File: config.mk
export PLATFORM = sky130hd
export DESIGN_NAME = hyperram_bus_bridge
export DESIGN_NICKNAME = d
export VERILOG_FILES = /design/src/rtl/hyperram_bus_bridge.sv
export SDC_FILE = /design/constraint.sdc
export NUM_CORES = 1
export LEC_CHECK = 0
export BUFFER_PORTS_ARGS = -buffer_cell sky130_fd_sc_hd__buf_2
export CORE_ASPECT_RATIO = 1.2
export CORE_MARGIN = 2
export CORE_UTILIZATION = 50
export CTS_BUF_LIST = sky130_fd_sc_hd__clkbuf_8
export CTS_CLUSTER_DIAMETER = 150
export CTS_CLUSTER_SIZE = 16
export DETAILED_ROUTE_END_ITERATION = 7
export GPL_ROUTABILITY_DRIVEN = 0
export GPL_TIMING_DRIVEN = 0
export PLACE_DENSITY = 0.88
export SLEW_MARGIN = 20
export SYNTH_ARGS = -nofsm -noshare
export SYNTH_HDL_FRONTEND = slang
export SYNTH_SLANG_ARGS = --single-unit
File: constraint.sdc
create_clock -name clk -period 6.1 [get_ports clk]
set_input_delay 0.915 -clock clk [delete_from_list [all_inputs] [get_ports clk]]
set_output_delay 0.915 -clock clk [all_outputs]
set_load 0.02 [all_outputs]
File: src/rtl/hyperram_bus_bridge.sv
// picorv32 native bus to hyper_xface bridge: one dword per transaction, posted writes, blocking reads.
// Optional watchdog enabled by defining HYPERRAM_BRIDGE_TIMEOUT_EN.
module hyperram_bus_bridge #(
   parameter logic [3:0] WINDOW         = 4'h2,
   parameter logic [7:0] LAT_1X         = 8'd6,
   parameter logic [7:0] LAT_2X         = 8'd12,
   parameter int         TIMEOUT_CYCLES = 1024
) (
   input  logic        clk,
   input  logic        rst,
   input  logic        s_valid,
   input  logic [31:0] s_addr,
   input  logic [31:0] s_wdata,
   input  logic [3:0]  s_wstrb,
   output logic        s_ready,
   output logic [31:0] s_rdata,
   output logic        ctl_rd_req,
   output logic        ctl_wr_req,
   output logic        ctl_mem_or_reg,
   output logic [3:0]  ctl_wr_byte_en,
   output logic [5:0]  ctl_rd_num_dwords,
   output logic [31:0] ctl_addr,
   output logic [31:0] ctl_wr_d,
   input  logic [31:0] ctl_rd_d,
   input  logic        ctl_rd_rdy,
   input  logic        ctl_busy,
   output logic [7:0]  ctl_latency_1x,
   output logic [7:0]  ctl_latency_2x,
   output logic        o_timeout
);

   // state    | meaning
   // IDLE     | waiting for a selected CPU access with the controller free
   // WAIT_ACC | write issued, waiting for the controller to go busy
   // WAIT_RD  | read issued, waiting for ctl_rd_rdy
   // ACK      | s_ready high for this one cycle
   typedef enum logic [1:0] {IDLE, WAIT_ACC, WAIT_RD, ACK} state_t;

   // The watchdog counter is 16 bits wide, so the limit must fit.
   if (TIMEOUT_CYCLES < 2 || TIMEOUT_CYCLES > 65536) begin : g_bad_timeout
      $error("hyperram_bus_bridge: TIMEOUT_CYCLES out of range");
   end

   state_t      state_q, state_d;
   logic        s_ready_q, s_ready_d;
   logic [31:0] s_rdata_q, s_rdata_d;
   logic        rd_req_q, rd_req_d;
   logic        wr_req_q, wr_req_d;
   logic        mem_or_reg_q, mem_or_reg_d;
   logic [3:0]  byte_en_q, byte_en_d;
   logic [31:0] addr_q, addr_d;
   logic [31:0] wr_d_q, wr_d_d;
   logic        sel;

`ifdef HYPERRAM_BRIDGE_TIMEOUT_EN
   localparam logic [15:0] TO_LIMIT = 16'(TIMEOUT_CYCLES - 1);
   logic [15:0] cnt_q, cnt_d;
   logic        timeout_q, timeout_d;
`endif

   assign sel = s_valid && (s_addr[31:28] == WINDOW);

   always_comb begin
      state_d      = state_q;
      s_ready_d    = 1'b0;
      s_rdata_d    = s_rdata_q;
      rd_req_d     = 1'b0;
      wr_req_d     = 1'b0;
      mem_or_reg_d = mem_or_reg_q;
      byte_en_d    = byte_en_q;
      addr_d       = addr_q;
      wr_d_d       = wr_d_q;
`ifdef HYPERRAM_BRIDGE_TIMEOUT_EN
      cnt_d        = '0;
      timeout_d    = timeout_q;
`endif
      case (state_q)
         IDLE: begin
            // Busy here usually means a posted write is still draining.
            if (sel && !ctl_busy) begin
               mem_or_reg_d = s_addr[27];
               addr_d       = {5'b0, s_addr[26:0]};
               byte_en_d    = s_wstrb;
               wr_d_d       = s_wdata;
               if (s_wstrb != 4'b0000) begin
                  wr_req_d = 1'b1;
                  state_d  = WAIT_ACC;
               end else begin
                  rd_req_d = 1'b1;
                  state_d  = WAIT_RD;
               end
            end
         end
         WAIT_ACC: begin
            if (ctl_busy) begin
               s_ready_d = 1'b1;
               state_d   = ACK;
            end
`ifdef HYPERRAM_BRIDGE_TIMEOUT_EN
            else if (cnt_q == TO_LIMIT) begin
               s_ready_d = 1'b1;
               timeout_d = 1'b1;
               state_d   = ACK;
            end else begin
               cnt_d = cnt_q + 16'd1;
            end
`endif
         end
         WAIT_RD: begin
            if (ctl_rd_rdy) begin
               s_rdata_d = ctl_rd_d;
               s_ready_d = 1'b1;
               state_d   = ACK;
            end
`ifdef HYPERRAM_BRIDGE_TIMEOUT_EN
            else if (cnt_q == TO_LIMIT) begin
               s_rdata_d = 32'hDEAD_BEEF;
               s_ready_d = 1'b1;
               timeout_d = 1'b1;
               state_d   = ACK;
            end else begin
               cnt_d = cnt_q + 16'd1;
            end
`endif
         end
         ACK:     state_d = IDLE;
         default: state_d = IDLE;
      endcase
   end

   always_ff @(posedge clk or posedge rst) begin
      if (rst) begin
         state_q      <= IDLE;
         s_ready_q    <= 1'b0;
         s_rdata_q    <= '0;
         rd_req_q     <= 1'b0;
         wr_req_q     <= 1'b0;
         mem_or_reg_q <= 1'b0;
         byte_en_q    <= '0;
         addr_q       <= '0;
         wr_d_q       <= '0;
      end else begin
         state_q      <= state_d;
         s_ready_q    <= s_ready_d;
         s_rdata_q    <= s_rdata_d;
         rd_req_q     <= rd_req_d;
         wr_req_q     <= wr_req_d;
         mem_or_reg_q <= mem_or_reg_d;
         byte_en_q    <= byte_en_d;
         addr_q       <= addr_d;
         wr_d_q       <= wr_d_d;
      end
   end

`ifdef HYPERRAM_BRIDGE_TIMEOUT_EN
   always_ff @(posedge clk or posedge rst) begin
      if (rst) begin
         cnt_q     <= '0;
         timeout_q <= 1'b0;
      end else begin
         cnt_q     <= cnt_d;
         timeout_q <= timeout_d;
      end
   end
   assign o_timeout = timeout_q;
`else
   assign o_timeout = 1'b0;
`endif

   assign s_ready           = s_ready_q;
   assign s_rdata           = s_rdata_q;
   assign ctl_rd_req        = rd_req_q;
   assign ctl_wr_req        = wr_req_q;
   assign ctl_mem_or_reg    = mem_or_reg_q;
   assign ctl_wr_byte_en    = byte_en_q;
   assign ctl_addr          = addr_q;
   assign ctl_wr_d          = wr_d_q;
   assign ctl_rd_num_dwords = 6'd1;
   assign ctl_latency_1x    = LAT_1X;
   assign ctl_latency_2x    = LAT_2X;

endmodule
# Word level (Yosys, flattened, before mapping)
# Index checks and enable logic that the tools add are counted.
# totals
output_inout_bits	127
in_bits	105
regBits	101
# op_classes
n_mux	14
reduce_logical	8
eq_ne	7
# op_table
cell	count
1-bit two-way mux	8
2-bit two-way mux	4
2-bit one-hot mux with 4 select lines	1
2-bit inequality test (second input constant)	3
2-bit == test (second input constant)	2
4-bit by 2-bit == test with 1-bit output (second input constant)	1
2-bit AND reduction	2
4-bit nonzero test	1
3-bit AND reduction	1
2-bit by 1-bit == test with 1-bit output (second input constant)	1
1-bit logical AND	2
2-bit logical NOT	1
1-bit one-hot mux with 2 select lines	1
1-bit logical NOT	1

# Depth between registers and ports, before layout
# Gate-level depths: netlist of run 1.
# logic_depth
depth_word	5
ltp_mapped	6

# Worst setup path after synthesis of run 1
# OpenSTA, ideal clock, no wires.
# synth_timing
path_type	input-to-reg
from	input port ctl_busy
to	register addr_q[18] (netlist: ctl_addr[18])
setup_ns	0.127
stages	5
arrival_time_ns	2.004
required_time_ns	5.973
path_slack_ns	3.968
cell_sequence	nor4b_2 > and3_4 > buf_12 > buf_8 > mux2_1
# synth_between
elab_chain_cells	3
# synth_rtl
item	line	text
start, declared	26	input logic ctl_busy,
1-bit logical NOT	80	if (sel && !ctl_busy) begin
1-bit logical AND	80	
2-bit AND reduction (no line)	n/a	
end signal, assigned	150	addr_q <= addr_d;
end, declared	51	logic [31:0] addr_q, addr_d;
# Every way passes these cells.
# A chain may end at the register's enable or synchronous reset.

# Worst setup path after layout of run 1
# layout_timing
from	input port ctl_busy
to	register addr_q[19] (netlist: ctl_addr[19])
# The elaborated chain is that of the path after synthesis.

==> metrics.csv, run 1 <==
stage;metric;value;unit
floorplanning;rows;36;
sta;maxSlewViolCount;0;
synthesis;syn_area_per_cell;16.2;µm²
sta;hold_viol;0;
sta;max_freq;0.500;GHz
floorplanning;io_pins;232;
synthesis;synth_flop_cell;dfrtp_1;
routing;drt_iter0_markers;84;
global_route;use_met1;21.1;%
sta;rsz0062_at_grt;false;
setup_path;cp_cell_sequence;buf_2, nor4b_2, and3_4, buf_12, buf_8, mux2_1;
clock_tree;postCtsSetupRepairBufs;0;
setup_path;crit_path_start_kind;input pin;
clock_tree;htree_levels;3;
global_route;grt_antenna_before_repair;0;
routing;drc;0;
floorplanning;start_util;51.8;%
floorplanning;dieWidth;88.2;µm
clock_tree;clk_latency;0.36;ns
power;ir_drop;0.295;mV
clock_tree;cts.path.max_buffers;2;
routing;firstDrtPassIters;4;
global_route;grt_max_degree;86;
synthesis;synth_common_cells;101 x dfrtp_1, 58 x mux2_2, 30 x buf_4, 30 x mux2_4, 9 x mux2_1;
placed_design;io_buffer_count;203;
setup_path;worst_path_max_delay_cell;mux2_1;
final_layout;antenna-diode-count;0;
clock_tree;clk_transition_reported_paths;0.09;ns
clock_tree;cts_tree;done;
setup_path;max_stage_delay;0.33;ns
sta;post-route-period-util;32.8;%
power;power_density;410;nW/µm²
synthesis;syn_area;4250;µm²
clock_tree;numCtsBuffers;9;
synthesis;async_flop_share;100;%
clock_tree;cts.sinks;101;
floorplanning;dieArea;9260;µm²
min_path;min-delay-path-class;input pin to asynchronous set/reset pin;
synthesis;synth_top_cells_by_area;dfrtp_1 59%, mux2_2 15%, mux2_4 11%;
global_route;grt_pass1_vias;2890;
final_layout;drive_gt1_share;68.2;%
floorplanning;die_h;105;µm
setup_path;cp.required;6.33;ns
global_route;grt_pass1_wl;14000;µm
synthesis;yosys_warnings;0;
synthesis;synthCells;263;
job;cap_violations;0;
setup_path;worstPathArrival;2.23;ns
setup_path;cp_max_fo;10;
setup_path;end_kind;register;
global_route;busiest_layer;met2;
sta;skew;0.00759;ns
setup_path;crit_family;simple AND/OR/NAND/NOR gates;
clock_tree;post_cts_resized;0;
synthesis;synth.most_common_cell;dfrtp_1;
final_layout;layout.nets;613;
global_route;grt_overflow_total;0;
routing;routed-via-count;2837;
routing;vias_per_cell;4.55;
placed_design;hpwl;7350;µm
routing;antenna_left;0;
setup_path;path_buf_inv;3;
final_layout;areaGrowthSynthToFinish;36.4;%
synthesis;synth-edff-count;0;
power;power.total;2.38;mW
global_route;grtUsageTotal;19.7;%
global_route;gr-usage-met2;35.7;%
synthesis;ys_seq_elements;101;
sta;fin_tns_setup;0;ns
synthesis;yosysTopAreaCell;dfrtp_1;
synthesis;synth.distinct_cells;22;
status;outcome;finished clean;
global_route;grtUsageMet3;4.74;%
sta;min_period;2.00;ns
routing;wl_per_cell;15.0;µm
synthesis;synth_top_area_share;59.5;%
floorplanning;coreArea;8200;µm²
setup_path;path_class;input pin to register;
clock_tree;hold_buffers;0;
routing;routed_wl;9320;µm
clock_tree;clock_tree.root_cell;clkbuf_8;
sta;tightest_slew;0.547;ns
sta;relSlewSlack;63.2;%
synthesis;synth_seq_area_share;59.5;%
sta;setup_viol;0;
power;power_leakage;3.27;nW
==> logic make-up (layout without fill, tap and decap cells) <==
logic type	count (synthesis)	in the layout	synth area share (%)
multiplexers	98	98	28.6
AND/OR/NAND/NOR	11	11	1.71
flip-flops	101	101	59.5
buffers and inverters	43	263	8.30
other	2	28	0.177
adder cells (fa/ha/maj)	4	4	1.18
AO/OA/AOI/OAI	4	4	0.589
==> final timing paths <==
check / from / to / slack [ns] / depth (start not counted)
max: ctl_busy / ctl_addr[19]$_DFFE_PP0P_ / 4.10 / 6
min: rst / s_rdata[12]$_DFFE_PP0N_ / 0.48 / 2
max reg2reg: state_q[0]$_DFFE_PP0P_ / s_rdata[4]$_DFFE_PP0N_ / 4.30 / 5
min reg2reg: ctl_addr[23]$_DFFE_PP0P_ / ctl_addr[23]$_DFFE_PP0P_ / 0.48 / 1
max in group asynchronous: rst / ctl_wr_byte_en[1]$_DFFE_PP0P_ / 5.00 / 3
min in group clk: ctl_addr[23]$_DFFE_PP0P_ / ctl_addr[23]$_DFFE_PP0P_ / 0.48 / 1
==> metrics by stage <==
step / instance area [µm²] / std cells / hold WS, ns / setup WS [ns] / util, %
after floorplan: 4350 / 289 / 0.491 / 2.54 / -
final: 5800 / 623 / 0.479 / 4.10 / 70.7
after global placement: 5510 / 606 / 0.465 / 1.64 / 67.2
after global routing: 5800 / 623 / 0.477 / 4.02 / 70.7
after CTS: 5800 / 623 / 0.468 / 4.10 / 70.7
after detailed placement: 5540 / 607 / 0.469 / 3.71 / 67.6
==> final cells by class <==
class / instances / area (µm²)
plain buffers: 38 / 334
clock buffers: 12 / 165
clock inverters: 4 / 93.8
fillers: 565 / 2400
inverters: 5 / 23.8
multi-input cells: 145 / 1470
flip-flops and latches: 101 / 2530
well taps: 114 / 143
repair buffers: 204 / 1040
==> per-layer routing <==
layer	routed length, µm	part of all wire (%)	up-vias
met5	0	0	-
met4	208	2.2	0
met3	692	7.4	18
met2	5040	54	131
met1	3380	36	1361
li1	-	-	1327
==> report_power, final <==
| part | internal (mW) | switching (mW) |
|---|---|---|
| Clock | 0.305 | 0.210 |
| Sequential | 0.877 | 0.101 |
| Combinational | 0.388 | 0.495 |
| Total | 1.57 | 0.806 |
==> cell usage in the layout (no fill, tap or decap) <==
cell / count
a21oi_1: 1
a221o_1: 1
and2_1: 1
and3_4: 1
buf_1: 1
buf_12: 4
buf_16: 1
buf_2: 205
buf_4: 30
buf_8: 1
bufinv_16: 3
clkbuf_8: 12
conb_1: 28
dfrtp_1: 101
ha_1: 4
inv_1: 5
inv_6: 1
mux2_1: 9
mux2_2: 58
mux2_4: 30
mux2i_1: 1
nand2_1: 4
nor2b_1: 3
nor4_1: 1
nor4b_2: 1
o21ai_0: 2
No activity file was read; power rests on OpenSTA's default activity.
==> inputs of run 2 (changes only) <==
--- a/config.mk
+++ b/config.mk
@@ -8,14 +8,14 @@
 export BUFFER_PORTS_ARGS = -buffer_cell sky130_fd_sc_hd__buf_2
 export CORE_ASPECT_RATIO = 1.2
 export CORE_MARGIN = 2
-export CORE_UTILIZATION = 50
+export CORE_UTILIZATION = 46
 export CTS_BUF_LIST = sky130_fd_sc_hd__clkbuf_8
 export CTS_CLUSTER_DIAMETER = 150
 export CTS_CLUSTER_SIZE = 16
 export DETAILED_ROUTE_END_ITERATION = 7
 export GPL_ROUTABILITY_DRIVEN = 0
 export GPL_TIMING_DRIVEN = 0
-export PLACE_DENSITY = 0.88
+export PLACE_DENSITY = 0.82
 export SLEW_MARGIN = 20
 export SYNTH_ARGS = -nofsm -noshare
 export SYNTH_HDL_FRONTEND = slang
==> constraint.sdc (replaced) <==
create_clock -name clk -period 1.9 [get_ports clk]
set_input_delay 0.285 -clock clk [delete_from_list [all_inputs] [get_ports clk]]
set_output_delay 0.285 -clock clk [all_outputs]
set_load 0.02 [all_outputs]
==> run 2 against run 1 <==
  * Clock skew about the same
  * Via count up 1.6%
  * Utilization down 6.8 points
  * Non-clock buffer count up 1
  * Critical endpoint is now ctl_addr[18]$_DFFE_PP0P_
  * Total power rose to 3.1 times the previous value
  * Register-to-register slack worse by 4.1 ns
  * Sequential share of layout area up 0.21 points
  * First-iteration DRC count down 31%
  * Largest power group unchanged
==> metrics.csv, run 2 (same netlist as run 1, synthesis figures left out) <==
stage;metric;value;unit
power;power_density;1270;nW/µm²
floorplanning;die_h;109;µm
floorplanning;io_pins;232;
clock_tree;numCtsBuffers;9;
final_layout;layout.nets;614;
placed_design;io_buffer_count;203;
clock_tree;cts.path.max_buffers;2;
floorplanning;start_util;47.0;%
final_layout;multiInputGateArea;1470;µm²
final_layout;drive_gt1_share;68.4;%
power;pwr-share-comb;38.4;%
power;p_int;4.77;mW
floorplanning;dieWidth;91.8;µm
sta;rsz0062_at_grt;false;
setup_path;crit_path_start_kind;register;
floorplanning;coreArea;9030;µm²
routing;drt_iter0_markers;58;
floorplanning;dieArea;10000;µm²
final_layout;fillCellCount;711;
routing;routed_wl;9300;µm
routing;routed-via-count;2881;
routing;drc;0;
clock_tree;cts_tree;done;
sta;relSlewSlack;53.6;%
clock_tree;clock_tree.root_cell;clkbuf_8;
setup_path;cp_max_fo;10;
power;power_leakage;3.25;nW
final_layout;antenna-diode-count;0;
floorplanning;rows;38;
routing;firstDrtPassIters;4;
status;outcome;finished clean;
clock_tree;clk_transition_reported_paths;0.09;ns
power;p_sw_share;35.1;%
final_layout;mostFrequentLayoutCells;205 x buf_2, 101 x dfrtp_1, 58 x mux2_2;
global_route;grt_antenna_before_repair;0;
sta;min_period;1.66;ns
clock_tree;cts.sinks;101;
setup_path;cp.required;2.14;ns
power;p_seq_share;42.7;%
clock_tree;clk_latency;0.35;ns
clock_tree;htree_levels;3;
power;power_frac_clock;18.9;%
power;ir_drop;0.782;mV
sta;post-route-period-util;87.5;%
power;p_sw;2.58;mW
routing;antenna_left;0;
sta;setup_viol;0;
sta;fin_tns_setup;0;ns
global_route;grt_max_degree;38;
routing;wl_per_cell;14.8;µm
sta;skew;0.00752;ns
setup_path;path_class;register to register;
global_route;grt_pass1_wl;14100;µm
final_layout;layout_commonest_cell;buf_2;
global_route;grtUsageTotal;18.2;%
sta;tightest_slew;0.695;ns
sta;hold_ws;0.0299;ns
sta;max_freq;0.602;GHz
placed_design;hpwl;7290;µm
setup_path;worstPathArrival;1.90;ns
min_path;min-delay-path-class;input pin to asynchronous set/reset pin;
placed_design;postPlaceCellArea;5560;µm²
sta;maxSlewViolCount;0;
sta;hold_viol;0;
global_route;grt_overflow_total;0;
routing;vias_per_cell;4.57;
final_layout;areaGrowthSynthToFinish;35.8;%
setup_path;end_kind;register;
job;cap_violations;0;
final_layout;final_cell_area;5770;µm²
global_route;grt_pass1_vias;2907;
final_layout;seq_area;2530;µm²
==> run 2: layer usage <==
layer  up-vias  track usage (%)  share of wire [%]
met5         -                0                  0
met1      1409             20.5                 37
met4         0             9.28                2.6
met3        19             3.56                6.0
li1       1326                -                  -
met2       127             33.2                 54
==> run 2: final timing paths <==
check                                         start                       end  slack [ns]  cells past startpoint
setup / recovery             state_q[0]$_DFFE_PP0P_  ctl_addr[18]$_DFFE_PP0P_        0.24                      6
hold / removal                                  rst   s_rdata[10]$_DFFE_PP0N_        0.03                      2
setup reg to reg             state_q[0]$_DFFE_PP0P_  ctl_addr[18]$_DFFE_PP0P_        0.24                      6
hold reg to reg            ctl_addr[20]$_DFFE_PP0P_  ctl_addr[20]$_DFFE_PP0P_        0.49                      1
max in group asynchronous                       rst         s_ready$_DFF_PP0_        1.27                      3
min in group clk                         s_addr[20]  ctl_addr[20]$_DFFE_PP0P_        0.14                      2
==> run 2: cell type report <==
type                            count  area share [%]
Tap cell                          120            2.60
Clock buffer                       12            2.86
Inverter                            5           0.390
Buffer                             38            5.81
Sequential cell                   101            43.8
Multi-Input combinational cell    145            25.4
Timing Repair Buffer              205            18.3
Clock inverter                      4           0.802
==> run 2: what timing repair did <==
action	in CTS	in global routing
gates resized for setup	0	1
setup buffers	0	0
hold buffers	0	0
setup endpoints to repair	0	9
==> run 2: per-stage QoR <==
| step | worst slack, ns | utilization, % | cells | power [mW] |
|---|---|---|---|---|
| 6_report | 0.238 | 63.9 | 630 | 7.35 |
| 5_1_grt | 0.161 | 63.9 | 630 | 7.76 |
| 4_1_cts | 0.0356 | 63.9 | 630 | 7.44 |
| 3_5_place_dp | 0.0655 | 61.5 | 614 | 6.02 |
| 3_3_place_gp | -0.142 | 61.1 | 612 | 5.88 |
| 2_1_floorplan | 0.333 | - | 289 | 5.00 |
==> run 2: worst max-delay path, stage by stage (launching register included) <==
cell,delay (ns)
dfrtp_1,0.39
inv_1,0.13
ha_1,0.20
and3_4,0.21
buf_12,0.15
buf_8,0.14
mux2_1,0.33
==> run 2: power by group through the flow <==
stage                     sequential (mW)  combinational, mW  clock (mW)
final                                3.14               2.83        1.39
after global routing                 3.23               3.02        1.52
after CTS                            3.14               2.86        1.44
after detailed placement             3.18               2.85           0
after global placement               3.13               2.76           0
after floorplan                      3.97               1.03           0
==> inputs of run 3 (changes only) <==
--- a/config.mk
+++ b/config.mk
@@ -6,16 +6,19 @@
 export NUM_CORES = 1
 export LEC_CHECK = 0
 export BUFFER_PORTS_ARGS = -buffer_cell sky130_fd_sc_hd__buf_2
+export CELL_PAD_IN_SITES_DETAIL_PLACEMENT = 0
+export CELL_PAD_IN_SITES_GLOBAL_PLACEMENT = 2
 export CORE_ASPECT_RATIO = 1.2
 export CORE_MARGIN = 2
-export CORE_UTILIZATION = 46
+export CORE_UTILIZATION = 29
 export CTS_BUF_LIST = sky130_fd_sc_hd__clkbuf_8
 export CTS_CLUSTER_DIAMETER = 150
 export CTS_CLUSTER_SIZE = 16
 export DETAILED_ROUTE_END_ITERATION = 7
 export GPL_ROUTABILITY_DRIVEN = 0
 export GPL_TIMING_DRIVEN = 0
-export PLACE_DENSITY = 0.82
+export MAX_ROUTING_LAYER = met4
+export PLACE_DENSITY_LB_ADDON = 0.1
 export SLEW_MARGIN = 20
 export SYNTH_ARGS = -nofsm -noshare
 export SYNTH_HDL_FRONTEND = slang
==> run 3 against run 2 <==
  * Clock skew is essentially flat
  * Sequential power shrank 1%
  * Critical path depth is the same
  * Clock power shrank 9%
  * Highest routed layer unchanged
  * Global-route usage shrank 5.3 points
  * Worst setup slack lost 0.025 ns
  * Via count shrank 1.4%
  * Utilization shrank 23 points
==> metrics.csv, run 3 (same netlist as run 1, synthesis figures left out) <==
stage;metric;value;unit
final_layout;layout.nets;616;
floorplanning;rows;48;
setup_path;max_stage_delay;0.39;ns
power;power_density;1230;nW/µm²
placed_design;io_buffer_count;203;
sta;tightest_slew;0.567;ns
routing;wl_per_cell;14.4;µm
setup_path;worstPathArrival;1.95;ns
setup_path;cp_cell_sequence;inv_1, ha_1, and3_4, buf_12, buf_8, mux2_1;
final_layout;fillCellCount;1429;
routing;vias_per_cell;4.14;
routing;drt_iter0_markers;71;
routing;top_layer;met4;
placed_design;postPlaceCellArea;5650;µm²
clock_tree;clk_latency;0.37;ns
clock_tree;clock_tree.root_cell;clkbuf_8;
sta;relSlewSlack;61.9;%
placed_design;hpwl;7600;µm
min_path;min_to;ctl_addr[18]$_DFFE_PP0P_;
routing;m1WireLength;3940;µm
min_path;min-delay-path-class;input pin to register;
sta;setup_viol;0;
clock_tree;cts.sinks;101;
global_route;grt_pass1_wl;15000;µm
setup_path;cp.required;2.16;ns
clock_tree;numCtsBuffers;9;
routing;routed_wl;9880;µm
routing;routed-via-count;2842;
setup_path;cp_max_fo;10;
global_route;grt_max_degree;34;
clock_tree;htree_levels;3;
final_layout;multiInputGateArea;1470;µm²
floorplanning;io_pins;232;
final_layout;seq_area;2530;µm²
final_layout;drive_gt1_share;68.4;%
global_route;grt_overflow_total;0;
sta;max_freq;0.593;GHz
power;power.total;7.20;mW
floorplanning;start_util;29.6;%
job;cap_violations;0;
final_layout;layout_commonest_cell;buf_2;
power;power_leakage;3.25;nW
global_route;grt_antenna_before_repair;0;
final_layout;final_cell_area;5830;µm²
floorplanning;dieWidth;115;µm
final_layout;antenna-diode-count;0;
final_layout;mostFrequentLayoutCells;206 x buf_2, 101 x dfrtp_1, 58 x mux2_2;
min_path;min_from;s_addr[18];
final_layout;final_cells;687;
setup_path;path_class;register to register;
setup_path;r2r_end;ctl_addr[21]$_DFFE_PP0P_;
sta;min_period;1.69;ns
routing;wl_met3;693;µm
final_layout;areaGrowthSynthToFinish;37.3;%
setup_path;reg2reg_from;state_q[0]$_DFFE_PP0P_;
placed_design;dpl.cell_count;670;
setup_path;end_kind;register;
setup_path;reg2regPathDepth;6;
clock_tree;cts_tree;done;
routing;met2_length;5050;µm
sta;post-route-period-util;88.8;%
routing;antenna_left;0;
floorplanning;coreArea;14400;µm²
power;ir_drop;0.478;mV
sta;maxSlewViolCount;0;
global_route;grtUsageTotal;13.0;%
clock_tree;clk_transition_reported_paths;0.10;ns
setup_path;worst_path_max_delay_cell;dfrtp_1;
routing;drc;0;
sta;rsz0062_at_grt;false;
setup_path;crit_path_start_kind;register;
setup_path;reg2reg_slack;0.21;ns
floorplanning;die_h;137;µm
routing;firstDrtPassIters;3;
floorplanning;dieArea;15600;µm²
global_route;grt_pass1_vias;2888;
clock_tree;cts.path.max_buffers;2;
clock_tree;postCtsSetupRepairBufs;0;
sta;hold_viol;0;
status;outcome;finished clean;
sta;skew;0.00724;ns
min_path;holdPathStages;2;
-- run 3: critical path: cells and delay by family, from the launching register on --
family	cells	cell delay (ns)
fa+ha+maj	1	0.20
buf+inv	3	0.42
flops	1	0.39
mux	1	0.33
simple gates	1	0.23
-- run 3: final cells by class --
cell class	count	share of cell area [%]
Tap cell	175	3.75
Sequential cell	101	43.3
Clock buffer	10	2.36
Clock inverter	6	0.665
Inverter	5	0.386
Timing Repair Buffer	207	18.6
Buffer	38	5.75
Multi-Input combinational cell	145	25.2
-- run 3: report_power, final --
part,leakage [nW],internal [mW],switching (mW)
clock network,0.0938,0.511,0.759
logic,1.84,1.25,1.58
registers,1.32,2.81,0.288
-- run 3: worst max path at each step --
stage               slack [ns]              startpoint                       end
global route              0.13  state_q[0]$_DFFE_PP0P_  ctl_addr[21]$_DFFE_PP0P_
floorplan                 0.33  state_q[0]$_DFFE_PP0P_    s_rdata[0]$_DFFE_PP0N_
detailed placement       0.004  state_q[0]$_DFFE_PP0P_    s_rdata[8]$_DFFE_PP0N_
finish                    0.21  state_q[0]$_DFFE_PP0P_  ctl_addr[21]$_DFFE_PP0P_
CTS                       0.20  state_q[0]$_DFFE_PP0P_  ctl_addr[21]$_DFFE_PP0P_
global placement         -0.38                     rst   s_rdata[20]$_DFFE_PP0N_
-- run 3: metal layers --
metal / GRT usage, % / vias up
met4: 6.98 / 0
met1: 14.8 / 1372
li1: - / 1328
met2: 21.4 / 129
met3: 2.83 / 13
met5: - / -
-- run 3: per-stage QoR --
step           setup WS (ns)  utilization, %  TNS [ns]  hold WS [ns]
2_1_floorplan          0.333               -         0         0.416
3_3_place_gp          -0.381            38.9    -37.86         0.464
3_5_place_dp         0.00386            39.3         0         0.263
4_1_cts                0.196            40.6         0        0.0904
5_1_grt                0.127            40.6         0        0.0969
6_report               0.213            40.6         0         0.123
-- run 3: repair_timing --
action	CTS	global route
hold buffers	1	0
endpoints found under the setup margin	9	0
endpoints found under the hold margin	7	0
gates resized for setup	1	0
